### config.mk
export PLATFORM = sky130hd
export DESIGN_NAME = imem_fetch_responder
export DESIGN_NICKNAME = d
export VERILOG_FILES = /design/src/rtl/imem_fetch_responder_pkg.sv /design/src/rtl/imem_parity_array.sv /design/src/rtl/imem_fetch_responder.sv
export SDC_FILE = /design/constraint.sdc
export NUM_CORES = 1
export LEC_CHECK = 0
export ABC_AREA = 1
export BUFFER_PORTS_ARGS = -buffer_cell sky130_fd_sc_hd__buf_2
export CORE_MARGIN = 8
export CORE_UTILIZATION = 45
export CTS_BUF_LIST = sky130_fd_sc_hd__clkbuf_16
export DETAILED_ROUTE_END_ITERATION = 12
export GPL_ROUTABILITY_DRIVEN = 1
export PLACE_DENSITY = 0.57
export SLEW_MARGIN = 25
export SYNTH_ARGS = -nofsm -noshare
export SYNTH_HDL_FRONTEND = slang
export SYNTH_HIERARCHICAL = 1
export SYNTH_SLANG_ARGS = --single-unit
### constraint.sdc
create_clock -name clk -period 5.9 [get_ports clk]
set_input_delay 0.295 -clock clk [delete_from_list [all_inputs] [get_ports clk]]
set_output_delay 0.295 -clock clk [all_outputs]
set_load 0.01 [all_outputs]
### src/rtl/imem_fetch_responder_pkg.sv
// Shared definitions for the instruction-memory fetch responder:
// FSM encoding, the NOP returned on errors and the error-cause codes.
package imem_fetch_responder_pkg;

    typedef enum logic [1:0] {
        ST_IDLE = 2'd0,
        ST_WAIT = 2'd1,
        ST_RESP = 2'd2
    } state_e;

    localparam logic [31:0] NOP_INSTR_C = 32'h00000013;

    // Error causes in evaluation priority order; kept as a signal for waveform debug.
    localparam logic [2:0] ERR_NONE      = 3'd0;
    localparam logic [2:0] ERR_MISALIGN  = 3'd1;
    localparam logic [2:0] ERR_RANGE     = 3'd2;
    localparam logic [2:0] ERR_UNWRITTEN = 3'd3;
    localparam logic [2:0] ERR_PARITY    = 3'd4;

    localparam logic [7:0] ERR_COUNT_MAX = 8'hFF;

    function automatic logic even_parity(input logic [31:0] word);
        return ^word;
    endfunction

endpackage

### src/rtl/imem_parity_array.sv
// DEPTH x 33-bit instruction storage (data + even parity) with per-word written
// flags. Synchronous write, combinational read.
module imem_parity_array
    import imem_fetch_responder_pkg::*;
#(
    parameter int unsigned DEPTH  = 16,
    parameter int unsigned ADDR_W = 4
) (
    input  logic              clk,
    input  logic              rst,
    input  logic              wr_en_i,
    input  logic [ADDR_W-1:0] wr_addr_i,
    input  logic [31:0]       wr_data_i,
    input  logic              fault_inject_i,
    input  logic [ADDR_W-1:0] rd_addr_i,
    output logic [31:0]       rd_data_o,
    output logic              rd_parity_o,
    output logic              rd_written_o
);

    logic [32:0]      mem_q [DEPTH];
    logic [DEPTH-1:0] written_q;
    logic             wr_parity;

    // A fault inject flips the stored parity so the read side sees a mismatch.
    assign wr_parity = even_parity(wr_data_i) ^ fault_inject_i;

    always_ff @(posedge clk or posedge rst) begin
        if (rst) begin
            written_q <= '0;
        end else if (wr_en_i) begin
            written_q[wr_addr_i] <= 1'b1;
        end
    end

    // NOTE: the data array deliberately has no reset; the written flags make
    // uninitialised contents unobservable, and a reset would stop RAM inference.
    always_ff @(posedge clk) begin
        if (wr_en_i) begin
            mem_q[wr_addr_i] <= {wr_parity, wr_data_i};
        end
    end

    assign rd_data_o    = mem_q[rd_addr_i][31:0];
    assign rd_parity_o  = mem_q[rd_addr_i][32];
    assign rd_written_o = written_q[rd_addr_i];

endmodule

### src/rtl/imem_fetch_responder.sv
// Instruction-memory fetch responder: valid/ready request, fixed programmable
// latency, NOP + error flag on misaligned, out-of-range, unwritten or corrupt words.
module imem_fetch_responder
    import imem_fetch_responder_pkg::*;
#(
    parameter int unsigned DEPTH     = 16,
    parameter int unsigned ADDR_W    = 4,
    parameter int unsigned LATENCY   = 2,
    parameter logic [31:0] NOP_INSTR = NOP_INSTR_C
) (
    input  logic              clk,
    input  logic              rst,
    input  logic              req_valid,
    output logic              req_ready,
    input  logic [31:0]       req_addr,
    output logic              resp_valid,
    input  logic              resp_ready,
    output logic [31:0]       resp_instr,
    output logic              resp_err,
    input  logic              wr_en,
    input  logic [ADDR_W-1:0] wr_addr,
    input  logic [31:0]       wr_data,
    input  logic              fault_inject,
    output logic [7:0]        err_count
);

    localparam logic [3:0]  CNT_LOAD   = 4'(LATENCY - 1);
    localparam logic [29:0] WORD_LIMIT = 30'(DEPTH);

    state_e      state_q;
    logic [31:0] addr_q;
    logic [3:0]  cnt_q;
    logic        req_ready_q;
    logic        resp_valid_q;
    logic [31:0] resp_instr_q;
    logic        resp_err_q;
    logic [7:0]  err_count_q;

    logic [31:0] rd_data;
    logic        rd_parity;
    logic        rd_written;
    logic [2:0]  err_cause_d;
    logic        resp_err_d;
    logic [31:0] resp_instr_d;

    imem_parity_array #(
        .DEPTH  (DEPTH),
        .ADDR_W (ADDR_W)
    ) u_array (
        .clk            (clk),
        .rst            (rst),
        .wr_en_i        (wr_en),
        .wr_addr_i      (wr_addr),
        .wr_data_i      (wr_data),
        .fault_inject_i (fault_inject),
        .rd_addr_i      (addr_q[ADDR_W+1:2]),
        .rd_data_o      (rd_data),
        .rd_parity_o    (rd_parity),
        .rd_written_o   (rd_written)
    );

    // NOTE: every output of this block gets a default first so no latch is inferred.
    always_comb begin
        err_cause_d = ERR_NONE;
        if (addr_q[1:0] != 2'b00) begin
            err_cause_d = ERR_MISALIGN;
        end else if (addr_q[31:2] >= WORD_LIMIT) begin
            err_cause_d = ERR_RANGE;
        end else if (!rd_written) begin
            err_cause_d = ERR_UNWRITTEN;
        end else if (rd_parity != even_parity(rd_data)) begin
            err_cause_d = ERR_PARITY;
        end
        resp_err_d   = (err_cause_d != ERR_NONE);
        resp_instr_d = resp_err_d ? NOP_INSTR : rd_data;
    end

    // NOTE: state and registered outputs use non-blocking assignments only, so
    // every read in this block sees the pre-edge value (this also gives the
    // read-before-write behaviour against a same-edge array write).
    always_ff @(posedge clk or posedge rst) begin
        if (rst) begin
            state_q      <= ST_IDLE;
            addr_q       <= '0;
            cnt_q        <= '0;
            req_ready_q  <= 1'b1;
            resp_valid_q <= 1'b0;
            resp_instr_q <= '0;
            resp_err_q   <= 1'b0;
            err_count_q  <= '0;
        end else begin
            case (state_q)
                ST_IDLE: begin
                    if (req_valid) begin
                        addr_q      <= req_addr;
                        cnt_q       <= CNT_LOAD;
                        req_ready_q <= 1'b0;
                        state_q     <= ST_WAIT;
                    end
                end
                ST_WAIT: begin
                    if (cnt_q != 4'd0) begin
                        cnt_q <= cnt_q - 4'd1;
                    end else begin
                        resp_instr_q <= resp_instr_d;
                        resp_err_q   <= resp_err_d;
                        resp_valid_q <= 1'b1;
                        state_q      <= ST_RESP;
                    end
                end
                ST_RESP: begin
                    if (resp_ready) begin
                        resp_valid_q <= 1'b0;
                        req_ready_q  <= 1'b1;
                        state_q      <= ST_IDLE;
                        if (resp_err_q && (err_count_q != ERR_COUNT_MAX)) begin
                            err_count_q <= err_count_q + 8'd1;
                        end
                    end
                end
                default: begin
                    state_q      <= ST_IDLE;
                    req_ready_q  <= 1'b1;
                    resp_valid_q <= 1'b0;
                end
            endcase
        end
    end

    assign req_ready  = req_ready_q;
    assign resp_valid = resp_valid_q;
    assign resp_instr = resp_instr_q;
    assign resp_err   = resp_err_q;
    assign err_count  = err_count_q;

endmodule

==> flow_metrics.env <==
export IMPL_avgSynthCellArea_sq_um=11.9
export IMPL_min_from="wr_data[30]"
export IMPL_switching_share_pct=38.4
export IMPL_chipWidth_microns=261
export IMPL_maxCapViolations=0
export IMPL_ctsLongestPathBuffers=3
export IMPL_async_reset_ff_share_pct=15.5
export IMPL_worst_pin_slew_ns=0.927
export IMPL_num_io_pins=117
export IMPL_htreeDepth=3
export IMPL_first_iter_violations=1328
export IMPL_drive_above_1_share_pct=13.9
export IMPL_final_net_count=2488
export IMPL_slew_headroom_pct=37.8
export IMPL_yosysSeqAreaShare_pct=67.7
export IMPL_irDropWorstVdd_mv=0.689
export IMPL_power_w=0.0147
export IMPL_period_minus_slack_ns=4.19
export IMPL_powerDensity_nw_per_um2=480
export IMPL_die_area_sq_um=68100
export IMPL_antenna_found_initial=3
export IMPL_crit_top_cell="nand2_1"
export IMPL_required_ns=6.38
export IMPL_syn_inst=2275
export IMPL_power_leakage_nw=12.1
export IMPL_timing_fmax_mhz=239
export IMPL_cts_root_buf="clkbuf_16"
export IMPL_fin_setup_tns_ns=0
export IMPL_cts_sinks=625
export IMPL_cts_hold_buf=34
export IMPL_setup_viol=0
export IMPL_place_hpwl_mm=37.5
export IMPL_synth_edf_count=528
export IMPL_num_vias=17408
export IMPL_crit_arrival_ns=4.66
export IMPL_fin_util_pct=52.0
export IMPL_fin_worst_skew_ns=0.0164
export IMPL_slew_violations=0
export IMPL_endpoint_kind="flop"
export IMPL_crit_chain="inv_2 -> buf_4 -> o211ai_1 -> nand3_1 -> nand2_1 -> xnor2_1 -> nand2_1 -> nand2_1 -> nand3_1 -> nand2_1 -> nand2_1 -> nand2_1 -> nand3_1 -> nand2_2 -> nand2_2 -> nand2_2 -> nand2_1"
export IMPL_tritoncts="yes"
export IMPL_crit_fanout=33
export IMPL_ctsResizeCount=0
export IMPL_syn_to_final_growth_pct=13.8
export IMPL_viasPerCell=5.38
export IMPL_synth_warnings=6
export IMPL_initial_core_util_pct=45.7
export IMPL_grt_pass1_wl_mm=103
export IMPL_grt_max_degree=134
export IMPL_synth_cell_types=38
export IMPL_r2r_start="addr_q[4]"
export IMPL_instances_no_fill=3238
export IMPL_coreArea_sq_um=59100
export IMPL_postCtsSetupBuffers=0
export IMPL_synth_net_count=2352
export IMPL_wl_mm=68.7
export IMPL_gp_congestion=0.772
export IMPL_die_y_microns=261
export IMPL_crit_slowest_cell="inv_2"
export IMPL_worst_setup_path_type="reg -> reg"
export IMPL_place_inst=3080
export IMPL_critical_path_max_stage_delay_ns=0.67
export IMPL_p_int_w=0.00908
export IMPL_hold_viol_final=0
export IMPL_overflow=0
export IMPL_dpl_cell_area_sq_um=28200
export IMPL_switching_power_w=0.00566
export IMPL_drcViolationCount=0
export IMPL_p_clk_share_pct=27.7
export IMPL_postRouteAntennaNets=0
export IMPL_syn_area_sq_um=27000
export IMPL_synth_ff_latch_count=625
export IMPL_pwr_share_comb_pct=36.3
export IMPL_hold_end="u_array/mem_q[11][30]"
export IMPL_drtPass1Iterations=7
export IMPL_wl_per_cell_microns=21.2
export IMPL_r2r_end="resp_instr[0]"
export IMPL_row_count=89
export IMPL_track_usage_pct=20.0
export IMPL_startpoint_type="flop"
export IMPL_synth_top_flop_cell="edfxtp_1"
export IMPL_rrSetupSlack_ns=1.71
export IMPL_rr_worst_depth=17
export IMPL_grt_pass1_vias=16961
export IMPL_status="completed"
export IMPL_hold_class="in -> reg"
export IMPL_rsz0062_at_grt="false"
export IMPL_layout_worst_path_cycle_share_pct=70.9
export IMPL_cts_buffers=68
export IMPL_portBuffers=116
export IMPL_clock_latency_ns=0.60
export IMPL_p_seq_share_pct=36.0
export IMPL_clkTransAtPathRegs_ns=0.06
export IMPL_whs_path_depth=1
export IMPL_stdcell_area_sq_um=30700
-- registers in the layout (all words and copies together) (netlist names) --
name	flops
state_q	2
u_array/written_q	16
cnt_q	4
resp_err	1
err_count	8
u_array/mem_q	528
req_ready	1
resp_instr	32
addr_q	32
resp_valid	1
-- how the worst max path moves through the flow --
stage                    from        endpoint  slack (ns)  depth (start not counted)
global placement    addr_q[3]   resp_instr[4]        1.78                         21
floorplan           addr_q[2]   resp_instr[0]        3.32                         24
global route        addr_q[3]  resp_instr[12]        1.34                         19
CTS                 addr_q[3]   resp_instr[0]        1.62                         19
detailed placement  addr_q[3]   resp_instr[0]        1.62                         19
finish              addr_q[4]   resp_instr[0]        1.71                         17
-- layout make-up --
type                            count  area, sq um
Antenna cell                        1         2.50
Clock buffer                       70         1750
Clock inverter                     53          395
Fill cell                        4998        28400
Inverter                          224          910
Multi-Input combinational cell   1313         7210
Sequential cell                   625        18300
Tap cell                          773          967
Timing Repair Buffer              179         1200
-- cells by family (layout without fill, tap and decap cells) --
kind of cell / count (synthesis) / in the layout / synth area share [%]
AO/OA/AOI/OAI: 467 / 467 / 10.0
multiplexers: 135 / 135 / 5.01
XOR/XNOR: 23 / 23 / 0.746
buffers and inverters: 337 / 526 / 6.02
flip-flops: 625 / 625 / 67.7
other: 0 / 1 / 0
AND/OR/NAND/NOR: 685 / 685 / 10.3
adder cells (fa/ha/maj): 3 / 3 / 0.139
-- metal layers --
| metal | routed length (microns) | GRT usage [%] | vias to the layer above | share of wire, % |
|---|---|---|---|---|
| li1 | - | - | 8258 | - |
| met1 | 30000 | 26.3 | 8510 | 44 |
| met5 | 0 | 0 | - | 0 |
| met4 | 1680 | 6.43 | 0 | 2.4 |
| met2 | 32600 | 33.5 | 526 | 47 |
| met3 | 4480 | 3.74 | 114 | 6.5 |
-- worst max-delay path: cells and delay by family (launching register included) --
kind                      cells  cell delay (ns)
AOI/OAI and AO/OA             1             0.20
xor gates and xnor gates      1             0.28
DFF                           1             0.65
buffers and inverters         2             1.18
and+or+nand+nor              13             1.71
-- synthesized netlist by cell type, drive strengths merged, types with 9 or more instances --
master / number / share of area, %
inv: 175 / 2.4
o21ai: 191 / 3.5
xnor2: 10 / 0.32
o211ai: 134 / 3.8
clkbuf: 52 / 0.72
nand3b: 15 / 0.42
buf: 61 / 2.0
nor2: 52 / 0.73
xor2: 13 / 0.42
or2: 9 / 0.21
nand2: 524 / 7.3
dfrtp: 96 / 8.9
edfxtp: 528 / 59
clkinv: 49 / 0.90
nand3: 70 / 1.3
a21oi: 140 / 2.6
mux2i: 135 / 5.0
-- placed cells by master, fill, tap and decap left out, types with 2 or more instances in the layout --
| cell | instances |
|---|---|
| a21oi_1 | 140 |
| buf_12 | 5 |
| buf_2 | 116 |
| buf_4 | 23 |
| bufinv_16 | 5 |
| clkbuf_16 | 70 |
| clkinv_1 | 13 |
| clkinv_2 | 63 |
| clkinvlp_4 | 2 |
| dfrtp_1 | 92 |
| dfrtp_4 | 3 |
| dlygate4sd3_1 | 34 |
| edfxtp_1 | 528 |
| ha_1 | 3 |
| inv_1 | 169 |
| inv_2 | 17 |
| inv_6 | 4 |
| mux2i_1 | 135 |
| nand2_1 | 521 |
| nand2_2 | 3 |
| nand3_1 | 70 |
| nand3b_1 | 15 |
| nand4_1 | 3 |
| nor2_1 | 35 |
| nor2_4 | 16 |
| nor3_1 | 4 |
| nor4_1 | 5 |
| o211ai_1 | 129 |
| o211ai_2 | 5 |
| o21ai_0 | 85 |
| o21ai_1 | 106 |
| or2_1 | 8 |
| xnor2_1 | 10 |
| xor2_1 | 13 |
-- power groups by stage --
stage	sequential (W)	combinational, W	clock [W]
2_1_floorplan	0.00523	0.00444	0
3_3_place_gp	0.00540	0.00526	0
3_5_place_dp	0.00540	0.00534	0
4_1_cts	0.00531	0.00538	0.00418
5_1_grt	0.00535	0.00597	0.00433
6_report	0.00531	0.00536	0.00408
-- per-stage QoR --
| step | worst slack, ns | hold WS [ns] |
|---|---|---|
| finish | 1.71 | 0.0945 |
| global route | 1.34 | 0.100 |
| CTS | 1.62 | 0.0679 |
| detailed placement | 1.62 | 0.427 |
| global placement | 1.78 | 0.417 |
| floorplan | 3.32 | 0.209 |
Note: power is estimated with default switching activity, not from simulation.
